File: src/rtl/seven_seg_scan_monitor_if.sv
// Bus between a multiplexed 7-segment display driver and its scan monitor:
// the scanned segment/select lines plus the monitor's decoded results.
interface seven_seg_scan_monitor_if;
    logic [7:0]  seg_in;
    logic [3:0]  sel_in;
    logic [15:0] digits_out;
    logic [3:0]  dp_out;
    logic [3:0]  glyph_err;
    logic        frame_stb;
    logic        sel_err;
    logic        stall;

    modport master (
        output seg_in, sel_in,
        input  digits_out, dp_out, glyph_err, frame_stb, sel_err, stall
    );

    modport slave (
        input  seg_in, sel_in,
        output digits_out, dp_out, glyph_err, frame_stb, sel_err, stall
    );
endinterface

File: src/rtl/seven_seg_scan_monitor.sv
// Samples a multiplexed active-low 7-segment scan, rebuilds the four shown
// characters as hex nibbles and flags bad glyphs, illegal selects and stalls.
module seven_seg_scan_monitor #(
    parameter int SETTLE_CYC  = 4,
    parameter int TIMEOUT_CYC = 4194304,
    parameter int CNT_W       = 23
) (
    input logic                      clk,
    input logic                      RESETn,
    seven_seg_scan_monitor_if.slave  bus
);
    localparam int ST_W = $clog2(SETTLE_CYC + 1);
    localparam logic [ST_W-1:0]  SETTLE_V = ST_W'(SETTLE_CYC);
    localparam logic [CNT_W-1:0] TMO_V    = CNT_W'(TIMEOUT_CYC);
    localparam logic [CNT_W-1:0] TMO_PRE  = CNT_W'(TIMEOUT_CYC - 1);

    typedef enum logic [1:0] {S_IDLE, S_SETTLE, S_HOLD} state_t;

    logic [7:0]       seg_meta_q, seg_s_q, seg_prev_q;
    logic [3:0]       sel_meta_q, sel_s_q, sel_prev_q;
    logic [ST_W-1:0]  stab_q, stab_d;
    logic [CNT_W-1:0] tmo_q, tmo_d;
    state_t           state_q, state_d;
    logic [3:0]       mask_q, mask_d;
    logic [15:0]      digits_q;
    logic [3:0]       dp_q, gerr_q;
    logic             stb_q, selerr_q, stall_q;

    logic [3:0]  sel_act;
    logic [1:0]  sel_idx;
    logic        sel_blank, sel_one, changed, settled;
    logic        capture, set_selerr, timeout_hit, publish;
    logic [4:0]  dec;
    logic [15:0] shd_nib_w;
    logic [3:0]  shd_dp_w, shd_ge_w;

    // Returns {error, nibble} for an active-high gfedcba pattern.
    function automatic logic [4:0] decode(input logic [6:0] p);
        case (p)
            7'h3F: decode = 5'h00;  7'h06: decode = 5'h01;
            7'h5B: decode = 5'h02;  7'h4F: decode = 5'h03;
            7'h66: decode = 5'h04;  7'h6D: decode = 5'h05;
            7'h7D: decode = 5'h06;  7'h07: decode = 5'h07;
            7'h7F: decode = 5'h08;  7'h6F: decode = 5'h09;
            7'h77: decode = 5'h0A;  7'h7C: decode = 5'h0B;
            7'h39: decode = 5'h0C;  7'h5E: decode = 5'h0D;
            7'h79: decode = 5'h0E;  7'h71: decode = 5'h0F;
            default: decode = 5'h10;
        endcase
    endfunction

    always_comb begin
        sel_act   = ~sel_s_q;
        sel_blank = (sel_act == 4'b0000);
        sel_one   = !sel_blank && ((sel_act & (sel_act - 4'd1)) == 4'b0000);
        sel_idx   = 2'd0;
        for (int i = 3; i >= 0; i--) begin
            if (sel_act[i]) sel_idx = 2'(i);
        end
        changed = (seg_s_q != seg_prev_q) || (sel_s_q != sel_prev_q);
        settled = (stab_q == SETTLE_V) && !changed;
        dec     = decode(~seg_s_q[6:0]);
    end

    always_comb begin
        state_d    = state_q;
        capture    = 1'b0;
        set_selerr = 1'b0;
        case (state_q)
            S_IDLE: begin
                if (!sel_blank) state_d = S_SETTLE;
            end
            S_SETTLE: begin
                if (sel_blank) begin
                    state_d = S_IDLE;
                end else if (settled) begin
                    capture    = sel_one;
                    set_selerr = !sel_one;
                    state_d    = S_HOLD;
                end
            end
            S_HOLD: begin
                if (changed) state_d = sel_blank ? S_IDLE : S_SETTLE;
            end
            default: state_d = S_IDLE;
        endcase
    end

    // Stability run length is tracked independently of state so a change
    // seen while in IDLE or HOLD already starts the settle count.
    always_comb begin
        stab_d = stab_q;
        if (changed)
            stab_d = ST_W'(1);
        else if (stab_q != SETTLE_V)
            stab_d = stab_q + ST_W'(1);

        timeout_hit = !capture && (tmo_q == TMO_PRE);
        if (capture)
            tmo_d = '0;
        else if (tmo_q == TMO_V)
            tmo_d = tmo_q;
        else
            tmo_d = tmo_q + CNT_W'(1);

        publish = (mask_q == 4'hF);
        mask_d  = mask_q;
        if (publish || timeout_hit) mask_d = 4'b0000;
        if (capture) mask_d[sel_idx] = 1'b1;
    end

    generate
        for (genvar gi = 0; gi < 4; gi++) begin : g_slot
            logic [3:0] nib_q;
            logic       dp_sh_q, ge_sh_q;
            always_ff @(posedge clk or negedge RESETn) begin
                if (!RESETn) begin
                    nib_q   <= 4'h0;
                    dp_sh_q <= 1'b0;
                    ge_sh_q <= 1'b0;
                end else if (capture && (sel_idx == 2'(gi))) begin
                    nib_q   <= dec[3:0];
                    dp_sh_q <= ~seg_s_q[7];
                    ge_sh_q <= dec[4];
                end
            end
            assign shd_nib_w[gi*4 +: 4] = nib_q;
            assign shd_dp_w[gi]         = dp_sh_q;
            assign shd_ge_w[gi]         = ge_sh_q;
        end
    endgenerate

    always_ff @(posedge clk or negedge RESETn) begin
        if (!RESETn) begin
            seg_meta_q <= '1;
            seg_s_q    <= '1;
            seg_prev_q <= '1;
            sel_meta_q <= '1;
            sel_s_q    <= '1;
            sel_prev_q <= '1;
            state_q    <= S_IDLE;
            stab_q     <= '0;
            tmo_q      <= '0;
            mask_q     <= '0;
            digits_q   <= '0;
            dp_q       <= '0;
            gerr_q     <= '0;
            stb_q      <= 1'b0;
            selerr_q   <= 1'b0;
            stall_q    <= 1'b0;
        end else begin
            seg_meta_q <= bus.seg_in;
            seg_s_q    <= seg_meta_q;
            seg_prev_q <= seg_s_q;
            sel_meta_q <= bus.sel_in;
            sel_s_q    <= sel_meta_q;
            sel_prev_q <= sel_s_q;
            state_q    <= state_d;
            stab_q     <= stab_d;
            tmo_q      <= tmo_d;
            mask_q     <= mask_d;
            stb_q      <= publish;
            if (publish) begin
                digits_q <= shd_nib_w;
                dp_q     <= shd_dp_w;
                gerr_q   <= shd_ge_w;
            end
            if (set_selerr) selerr_q <= 1'b1;
            if (capture)
                stall_q <= 1'b0;
            else if (timeout_hit)
                stall_q <= 1'b1;
        end
    end

    assign bus.digits_out = digits_q;
    assign bus.dp_out     = dp_q;
    assign bus.glyph_err  = gerr_q;
    assign bus.frame_stb  = stb_q;
    assign bus.sel_err    = selerr_q;
    assign bus.stall      = stall_q;
endmodule

File: src/flat_wrapper.sv
// flat-port wrapper written by rule: the top's interface ports become plain ports
module seven_seg_scan_monitor_flat 
#(
    parameter int SETTLE_CYC  = 4,
    parameter int TIMEOUT_CYC = 4194304,
    parameter int CNT_W       = 23
)
  (clk, RESETn, bus_seg_in, bus_sel_in, bus_digits_out, bus_dp_out, bus_glyph_err, bus_frame_stb, bus_sel_err, bus_stall);
  seven_seg_scan_monitor_if bus_i ();
  input logic clk;
  input logic RESETn;
  input wire logic [$bits(bus_i.seg_in)-1:0] bus_seg_in;
  input wire logic [$bits(bus_i.sel_in)-1:0] bus_sel_in;
  output wire logic [$bits(bus_i.digits_out)-1:0] bus_digits_out;
  output wire logic [$bits(bus_i.dp_out)-1:0] bus_dp_out;
  output wire logic [$bits(bus_i.glyph_err)-1:0] bus_glyph_err;
  output wire logic [$bits(bus_i.frame_stb)-1:0] bus_frame_stb;
  output wire logic [$bits(bus_i.sel_err)-1:0] bus_sel_err;
  output wire logic [$bits(bus_i.stall)-1:0] bus_stall;
  assign bus_i.seg_in = bus_seg_in;
  assign bus_i.sel_in = bus_sel_in;
  assign bus_digits_out = bus_i.digits_out;
  assign bus_dp_out = bus_i.dp_out;
  assign bus_glyph_err = bus_i.glyph_err;
  assign bus_frame_stb = bus_i.frame_stb;
  assign bus_sel_err = bus_i.sel_err;
  assign bus_stall = bus_i.stall;
  seven_seg_scan_monitor #(.SETTLE_CYC(SETTLE_CYC), .TIMEOUT_CYC(TIMEOUT_CYC), .CNT_W(CNT_W)) u_core (.clk(clk), .RESETn(RESETn), .bus(bus_i));
endmodule
File: config.mk
export PLATFORM = sky130hd
export DESIGN_NAME = seven_seg_scan_monitor_flat
export DESIGN_NICKNAME = d
export VERILOG_FILES = /design/src/rtl/seven_seg_scan_monitor_if.sv /design/src/rtl/seven_seg_scan_monitor.sv /design/src/flat_wrapper.sv
export SDC_FILE = /design/constraint.sdc
export NUM_CORES = 1
export LEC_CHECK = 0
export BUFFER_PORTS_ARGS = -buffer_cell sky130_fd_sc_hd__buf_4
export CORE_ASPECT_RATIO = 0.9
export CORE_MARGIN = 2
export CORE_UTILIZATION = 35
export CTS_BUF_LIST = sky130_fd_sc_hd__clkbuf_8
export DETAILED_ROUTE_END_ITERATION = 12
export PLACE_DENSITY_LB_ADDON = 0.3
export SLEW_MARGIN = 20
export SYNTH_ARGS = -nofsm -noshare
export SYNTH_HDL_FRONTEND = slang
export SYNTH_SLANG_ARGS = --single-unit
File: constraint.sdc
create_clock -name clk -period 2.2 [get_ports clk]
set_input_delay 0.22 -clock clk [delete_from_list [all_inputs] [get_ports clk]]
set_output_delay 0.22 -clock clk [all_outputs]
set_load 0.02 [all_outputs]
==> impl_metrics.ini, run 1 <==
[worst_setup_path]
arrival_ps = 2420
slowest_stage = dfstp_2
required_ps = 2530
cp_cell_sequence = xor2_1 > nor4_2 > nand3_2 > or4_4 > mux2_1
worstSetupEndpointType = register
cp_max_fo = 4
max_stage_delay_ps = 570
worstSetupPathType = reg -> reg
start_kind = register
path_buf_inv = 0
cp_top_family = simple AND/OR/NAND/NOR gates

[yosys]
yosys_warnings = 0
synth_top_area_share_pct = 41.2
yosysTopAreaCell = dfrtp_1
synthTopCellsByArea = dfrtp_1 41%, dfstp_2 19%, xor2_1 4.0%, nand2_1 3.8%, mux2i_1 3.4%
async_reset_ff_share_pct = 100
synth_edf_count = 0
ys_seq_area_share_pct = 59.9
synth_seq_cells = 119
synthesis.area_sq_um = 5040
avgSynthCellArea_sq_um = 11.1
syn_nets = 471
synth_cells = 453
synth.distinct_cells = 51
synth_flop_cell = dfrtp_1

[finish]
final_layout_size_suffix_gt1_share_pct = 27.9
layout_common_cells = 83 x dfrtp_1, 74 x buf_4, 51 x nand2_1
syn_to_final_growth_pct = 26.7
register_area_sq_um = 3020
antenna_cells = 0
multi_input_area_sq_um = 1810
layout_commonest_cell = dfrtp_1
num-nets-final = 556
nFillCells = 1328

[grt]
antenna_found_initial = 0
grt_pass1_wl_um = 16600
grt_pass1_vias = 3420
track_usage_pct = 14.0
gr-total-overflow = 0
grt_max_degree = 56

[clock_tree]
numCtsBuffers = 17
clkLatencyLatePin_ps = 440
cts_buffer_depth = 2
clockRootBuffer = clkbuf_8
cts_tree = yes
htree_levels = 4
cts.sinks = 119
cts.clk_slew.worst_paths_ps = 70

[floorplan]
die_area_sq_um = 15400
num_rows = 41
die_w_um = 131
initial_core_util_pct = 35.9
coreArea_sq_um = 14100
die-height_um = 118
io_pins = 41

[placed_design]
place_congestion = 0.797
pre_cts_slack_ps = 34.3
hpwl_um = 6850
portBuffers = 40

[sta]
layout_setup_ws_ps = 102
finalCriticalPeriod_ps = 2100
fin_crit_sh_pct = 95.3
tightest_slew_ps = 415
drv_slew = 0
finalHoldViolations = 0
finClkSkew_ps = 9.33
whs_ps = 241
max_freq_mhz = 477
relSlewSlack_pct = 71.9
final-setup-viol-count = 0
rsz0062_at_grt = no

[routing]
antenna_left = 0
drt_iter0_drc = 180
dr.pass1.iters = 6
wl_per_cell_um = 13.2
vias = 3468
viasPerCell = 4.66
remaining_drc_errors = 0
routed_wl_um = 9800

[pwr]
power_density_nw_per_um2 = 763
leakage_uw = 0.00306
vdd_drop_max_v = 0.000458
fin_total_pwr_uw = 4880

[flow_run]
maxCapViolCount = 0

[run_status]
status = complete, no violations

[hold_path]
hold_path_class = in -> async
per-layer routing:
layer / vias to the layer above / share of wire (%) / track usage, %
li1: 1700 / - / -
met4: 0 / 1.9 / 6.38
met1: 1697 / 49 / 19.3
met5: - / 0 / 0
met2: 58 / 46 / 20.5
met3: 13 / 3.7 / 3.86
worst register-to-register path: cells and delay by family (launching register included):
family / cells / cell delay (ps)
simple gates: 3 / 1010
xor+xnor: 1 / 90
flops: 1 / 570
mux: 1 / 330
per-stage QoR:
stage / std cells / area, sq um / util (%) / TNS (ps)
6_report: 744 / 6390 / 45.5 / 0
5_1_grt: 744 / 6390 / 45.5 / 0
4_1_cts: 744 / 6380 / 45.4 / 0
3_5_place_dp: 699 / 5770 / 41.0 / 0
3_3_place_gp: 699 / 5770 / 41.0 / 0
2_1_floorplan: 453 / 5060 / - / -154
state kept, by name, summed over array words and instances (netlist names), 2 cells and up:
register and count:
u_core.sel_prev_q 4, u_core.state_q 2, u_core.bus.digits_out 16, u_core.seg_prev_q 8, u_core.tmo_q 23, u_core.stab_q 3
u_core.seg_meta_q 8, u_core.sel_meta_q 4, u_core.mask_q 4, u_core.bus.dp_out 4, u_core.g_slot.nib_q 16, u_core.sel_s_q 4
u_core.g_slot.dp_sh_q 4, u_core.bus.glyph_err 4, u_core.seg_s_q 8, u_core.g_slot.ge_sh_q 4
Yosys cell counts, types with 3 or more instances:
library cell and instances:
dfrtp_1 83, nand2_1 51, nor2_1 37, dfstp_2 36
inv_1 28, o21ai_0 24, xor2_1 23, mux2i_1 17
clkbuf_1 15, nand3_1 15, xnor2_1 11, a21oi_1 8
mux2_1 8, nand4_1 8, nand2b_1 7, nor3_1 6
and3_1 5, and4_1 5, a31oi_1 4, buf_6 4
ha_1 4, nand3b_1 4, nor4_1 4, or4_1 4
buf_2 3, nor2b_1 3, nor3b_1 3, nor4_2 3
timing repair:
item	4_1_cts	5_1_grt
setup buffers	0	0
gates resized for setup	0	2
hold buffers	13	0
endpoints found under the setup margin	0	10
endpoints found under the hold margin	37	0
cell type report:
class                      instances  area share (%)
multi-input combinational        282            28.3
tap                              193            3.78
timing repair buffer              89            11.4
clock buffer                      19            4.09
clock inverter                    13            3.52
sequential                       119            47.3
inverter                          29            1.70
logic make-up after synthesis:
| family | share of synthesized area (%) |
|---|---|
| simple gates | 17.9 |
| flops | 59.9 |
| buf+inv | 4.54 |
| compound gates | 5.56 |
| xor+xnor | 5.90 |
| mux | 5.16 |
| fa+ha+maj | 0.992 |
where the power goes:
group	leakage, uW	total, uW	internal (uW)	switching [uW]
combinational	0.00130	204	87.9	116
clock	0.000251	2410	1520	888
sequential	0.00151	2270	2250	18.9
path summary, 6_finish.rpt:
| kind | start | endpoint | slack (ps) | cells past startpoint |
|---|---|---|---|---|
| worst min register to register | u_core.sel_meta_q[2]$_DFF_PN1_ | u_core.sel_s_q[2]$_DFF_PN1_ | 360 | 0 |
| worst max register to register | u_core.sel_s_q[1]$_DFF_PN1_ | u_core.g_slot[2].nib_q[0]$_DFFE_PN0P_ | 100 | 5 |
| worst min-delay path | RESETn | u_core.g_slot[3].nib_q[3]$_DFFE_PN0P_ | 240 | 2 |
| worst max-delay path | u_core.sel_s_q[1]$_DFF_PN1_ | u_core.g_slot[2].nib_q[0]$_DFFE_PN0P_ | 100 | 5 |
| max in group asynchronous | RESETn | u_core.seg_meta_q[7]$_DFF_PN1_ | 1310 | 3 |
| min in group clk | u_core.sel_meta_q[2]$_DFF_PN1_ | u_core.sel_s_q[2]$_DFF_PN1_ | 360 | 0 |
Power figures use the tool's default switching activity.
==> run 2, diff against run 1 <==
--- a/config.mk
+++ b/config.mk
@@ -6,10 +6,12 @@
 export NUM_CORES = 1
 export LEC_CHECK = 0
 export BUFFER_PORTS_ARGS = -buffer_cell sky130_fd_sc_hd__buf_4
+export CAP_MARGIN = 20
 export CORE_ASPECT_RATIO = 0.9
 export CORE_MARGIN = 2
 export CORE_UTILIZATION = 35
 export CTS_BUF_LIST = sky130_fd_sc_hd__clkbuf_8
+export CTS_CLUSTER_DIAMETER = 50
 export DETAILED_ROUTE_END_ITERATION = 12
 export PLACE_DENSITY_LB_ADDON = 0.3
 export SLEW_MARGIN = 20
==> constraint.sdc (replaced) <==
create_clock -name clk -period 2.2 [get_ports clk]
set_input_delay 0 -clock clk [delete_from_list [all_inputs] [get_ports clk]]
set_output_delay 0 -clock clk [all_outputs]
set_load 0.02 [all_outputs]
==> run 2 against run 1 <==
Against the previous run: die area did not move; fmax about the same; combinational power grew 2%; sequential share of layout area is 0.51 points higher; setup slack gained 1.1 ps; register-to-register slack barely moved; non-clock buffer count grew 2.
==> impl_metrics.ini, run 2 (synthesis results as in run 1) <==
[run_status]
status = complete, no violations

[sta]
finClkSkew_ps = 7.44
setup_tns_ps = 0
rsz0062_at_grt = no
finalCriticalPeriod_ps = 2100
finalHoldViolations = 0
relSlewSlack_pct = 61.0
max_freq_mhz = 477
layout_setup_ws_ps = 104
final-setup-viol-count = 0
fin_crit_sh_pct = 95.3
drv_slew = 0
tightest_slew_ps = 585

[finish]
final_layout_size_suffix_gt1_share_pct = 27.9
antenna_cells = 0
stdcell_count = 745
layout_common_cells = 83 x dfrtp_1, 76 x buf_4, 51 x nand2_1
syn_to_final_growth_pct = 25.4
stdcell_area_sq_um = 6320
layout_commonest_cell = dfrtp_1
num-nets-final = 558
max_flop_register = u_core.tmo_q
fin_util_pct = 45.0
largest_reg_flops = 23

[placed_design]
place_congestion = 0.820
hpwl_um = 6810
portBuffers = 40
dpl-instance-area_sq_um = 5770
dp.cells = 699
pre_cts_slack_ps = -18.9

[clock_tree]
clockRootBuffer = clkbuf_8
cts_tree = yes
clkLatencyLatePin_ps = 430
htree_levels = 4
cts.clk_slew.worst_paths_ps = 70
numCtsBuffers = 17
cts.sinks = 119
cts_buffer_depth = 2

[pwr]
leakage_uw = 0.00304
power_frac_comb_pct = 4.7
p_int_uw = 3490
p_clk_share_pct = 44.3
power_density_nw_per_um2 = 704
power_switching_uw = 959
swShare_pct = 21.6
vdd_drop_max_v = 0.000415
pwr-share-seq_pct = 51.0

[routing]
dr.pass1.iters = 5
viasPerCell = 4.69
antenna_left = 0
remaining_drc_errors = 0
vias = 3492
wl_per_cell_um = 13.4
routed_wl_um = 9960
drt_iter0_drc = 143

[grt]
antenna_found_initial = 0
grt_max_degree = 61
grt_pass1_wl_um = 17000
gr-total-overflow = 0
track_usage_pct = 14.1
grt_pass1_vias = 3508

[worst_setup_path]
worst_r2r_path_depth = 6
worstSetupEndpointType = register
required_ps = 2520
arrival_ps = 2410
worstSetupPathType = reg -> reg
start_kind = register
cp_max_fo = 4
r2r_setup_slack_ps = 100

[floorplan]
die_w_um = 131
die-height_um = 118
initial_core_util_pct = 35.9
num_rows = 41
io_pins = 41
coreArea_sq_um = 14100
die_area_sq_um = 15400

[hold_path]
hold_path_class = in -> async

[flow_run]
maxCapViolCount = 0
-- run 2: cell type report --
cell class | count | area, sq um
fill | 1366 | 7730
tap | 193 | 241
clock inverter | 12 | 136
sequential | 119 | 3020
timing repair buffer | 91 | 741
inverter | 29 | 109
multi-input combinational | 282 | 1810
clock buffer | 19 | 262
-- run 2: metrics by stage --
stage / total power (uW) / hold WS [ps]
finish: 4450 / 117
CTS: 4520 / 105
global placement: 2490 / 33.7
global route: 4630 / 141
floorplan: 2390 / -296
detailed placement: 2500 / 42.0
-- run 2: final timing paths --
check	from	to
hold / removal	RESETn	u_core.bus.digits_out[7]$_DFFE_PN0P_
min in group clk	bus_seg_in[2]	u_core.seg_meta_q[2]$_DFF_PN1_
max in group asynchronous	RESETn	u_core.bus.glyph_err[0]$_DFFE_PN0P_
setup / recovery	u_core.sel_s_q[0]$_DFF_PN1_	u_core.g_slot[2].nib_q[0]$_DFFE_PN0P_
setup reg to reg	u_core.sel_s_q[0]$_DFF_PN1_	u_core.g_slot[2].nib_q[0]$_DFFE_PN0P_
hold reg to reg	u_core.seg_meta_q[0]$_DFF_PN1_	u_core.seg_s_q[0]$_DFF_PN1_
-- run 2: layer usage --
layer	share of wire, %	GRT usage, %	up-vias
li1	-	-	1695
met1	49	19.3	1707
met2	45	20.8	70
met3	4.0	3.68	20
met4	2.3	6.65	0
met5	0	0	-
-- run 2: worst max-delay path, cell delays in order, from the launching register on --
cell and delay (ps):
dfstp_2 540, xor2_1 70, nor4_2 260, buf_4 160
nand3_2 100, or4_4 530, mux2_1 320
-- run 2: power groups by stage --
stage / Combinational (uW) / Sequential, uW / Clock (uW)
finish: 208 / 2270 / 1970
global route: 233 / 2270 / 2120
CTS: 210 / 2270 / 2040
detailed placement: 190 / 2310 / 0
global placement: 185 / 2310 / 0
floorplan: 84.3 / 2300 / 0
-- run 2: timing repair --
action / in CTS / in global routing
endpoints found under the hold margin: 54 / 0
gates resized for setup: 0 / 3
setup endpoints to repair: 5 / 15
hold buffers: 13 / 0
pin swaps: 1 / 2
setup buffers: 1 / 1
==> run 3, diff against run 2 <==
--- a/config.mk
+++ b/config.mk
@@ -9,7 +9,7 @@
 export CAP_MARGIN = 20
 export CORE_ASPECT_RATIO = 0.9
 export CORE_MARGIN = 2
-export CORE_UTILIZATION = 35
+export CORE_UTILIZATION = 55
 export CTS_BUF_LIST = sky130_fd_sc_hd__clkbuf_8
 export CTS_CLUSTER_DIAMETER = 50
 export DETAILED_ROUTE_END_ITERATION = 12
==> constraint.sdc (replaced) <==
create_clock -name clk -period 2.2 [get_ports clk]
set_input_delay 0 -clock clk [delete_from_list [all_inputs] [get_ports clk]]
set_output_delay 0 -clock clk [all_outputs]
set_load 0.1 [all_outputs]
==> run 3 against run 2 <==
Against the previous run: the run now ends with negative setup slack left; power is 6.0% lower; sequential cell count is the same; sequential share of layout area increased by 1.1 points; die area down 35%; global-route usage grew 6.7 points; worst hold slack got worse by 10 ps; setup slack worse by 120 ps; final cell count decreased by 9.9%; largest power group unchanged; via count increased by 0.63%; sequential power is essentially flat; fmax is 5.3% lower; clock power shrank 14%.
==> impl_metrics.ini, run 3 (synthesis results as in run 1) <==
[run_status]
status = complete, but fails checks
violations = negative setup slack

[finish]
multi_input_area_sq_um = 1850
register_area_sq_um = 3020
num-nets-final = 554
max_flop_register = u_core.tmo_q
final_layout_size_suffix_gt1_share_pct = 28.4
syn_to_final_growth_pct = 22.6
antenna_cells = 0
stdcell_area_sq_um = 6180
layout_commonest_cell = dfrtp_1
stdcell_count = 671
nFillCells = 695
fin_util_pct = 68.7
largest_reg_flops = 23
layout_common_cells = 83 x dfrtp_1, 71 x buf_4, 51 x nand2_1

[worst_setup_path]
slowest_stage = dfstp_2
max_stage_delay_ps = 590
path_buf_inv = 0
required_ps = 2500
cp_cell_sequence = xor2_2 > nor4_4 > nand3_2 > or4_4 > mux2_4
cp_top_family = simple AND/OR/NAND/NOR gates
cp_max_fo = 5
arrival_ps = 2510
worstSetupPathType = reg -> reg
worstSetupEndpointType = register
start_kind = register

[pwr]
power_density_nw_per_um2 = 677
vdd_drop_max_v = 0.000464
leakage_uw = 0.00300
fin_total_pwr_uw = 4180

[sta]
fin_crit_sh_pct = 101
rsz0062_at_grt = yes
whs_ps = 107
layout_setup_ws_ps = -14.5
finalCriticalPeriod_ps = 2210
drv_slew = 0
finalHoldViolations = 0
relSlewSlack_pct = 62.4
max_freq_mhz = 452
final-setup-viol-count = 2
finClkSkew_ps = 18.8
tightest_slew_ps = 564

[floorplan]
io_pins = 41
coreArea_sq_um = 9000
die_w_um = 105
die_area_sq_um = 9950
initial_core_util_pct = 56.0
die-height_um = 94.8
num_rows = 33

[placed_design]
place_congestion = 0.818
dp.cells = 622
dpl-instance-area_sq_um = 5630
hpwl_um = 6560
portBuffers = 40

[routing]
viasPerCell = 5.24
vias = 3514
antenna_left = 0
routed_wl_um = 9750
wl_per_cell_um = 14.5
dr.pass1.iters = 5
remaining_drc_errors = 0
drt_iter0_drc = 288

[grt]
grt_pass1_vias = 3350
grt_max_degree = 54
antenna_found_initial = 0
grt_pass1_wl_um = 16000
track_usage_pct = 20.8
gr-total-overflow = 0

[clock_tree]
clkLatencyLatePin_ps = 430
cts.sinks = 119
htree_levels = 4
cts_tree = yes
clockRootBuffer = clkbuf_8
numCtsBuffers = 17
cts_buffer_depth = 2
cts.clk_slew.worst_paths_ps = 70

[flow_run]
maxCapViolCount = 0

[hold_path]
hold_path_class = in -> async
## run 3: cell types whose count changed in the layout (fill, tap and decap cells not counted), sizes merged
cell	delta
inv	+3
bufinv	-3
buf	-4
clkinv	+1
## run 3: path summary, 6_finish.rpt
kind | slack, ps | endpoint | start | depth (start not counted)
worst max register to register | -10 | u_core.g_slot[2].nib_q[0]$_DFFE_PN0P_ | u_core.sel_s_q[1]$_DFF_PN1_ | 5
worst max-delay path | -10 | u_core.g_slot[2].nib_q[0]$_DFFE_PN0P_ | u_core.sel_s_q[1]$_DFF_PN1_ | 5
worst min register to register | 360 | u_core.sel_s_q[0]$_DFF_PN1_ | u_core.sel_meta_q[0]$_DFF_PN1_ | 0
min in group clk | 230 | u_core.seg_meta_q[4]$_DFF_PN1_ | bus_seg_in[4] | 2
max in group asynchronous | 1330 | u_core.g_slot[2].nib_q[1]$_DFFE_PN0P_ | RESETn | 3
worst min-delay path | 110 | u_core.bus.digits_out[12]$_DFFE_PN0P_ | RESETn | 2
## run 3: metrics by stage
step / worst slack, ps / TNS, ps
4_1_cts: 24.6 / 0
3_3_place_gp: 80.8 / 0
3_5_place_dp: 35.0 / 0
6_report: -14.5 / -23.5
2_1_floorplan: -77.0 / -154
5_1_grt: -79.2 / -767
## run 3: cell type report
type | count | share of cell area [%]
Tap cell | 122 | 2.47
Clock inverter | 13 | 1.27
Clock buffer | 19 | 4.23
Sequential cell | 119 | 48.9
Timing Repair Buffer | 87 | 11.6
Inverter | 29 | 1.76
Multi-Input combinational cell | 282 | 29.8
## run 3: report_power, final
group          total [uW]  switching (uW)  internal [uW]
registers            2270            20.9           2250
clock network        1700             874            828
logic                 213             122           90.6
total                4180            1020           3170
## run 3: per-layer routing
metal  up-vias  share of wire (%)  global-route usage, %
met1      1700                 47                   27.4
met5         -                  0                      0
li1       1690                  -                      -
met3        26                3.9                   5.73
met4         0                2.0                   9.56
met2        98                 47                   32.5
## run 3: repair_timing
action                                 CTS  global route
setup endpoints to repair                0            11
endpoints found under the hold margin   54             0
setup buffers                            0             4
resized for setup                        0            10
hold buffers                            13             0
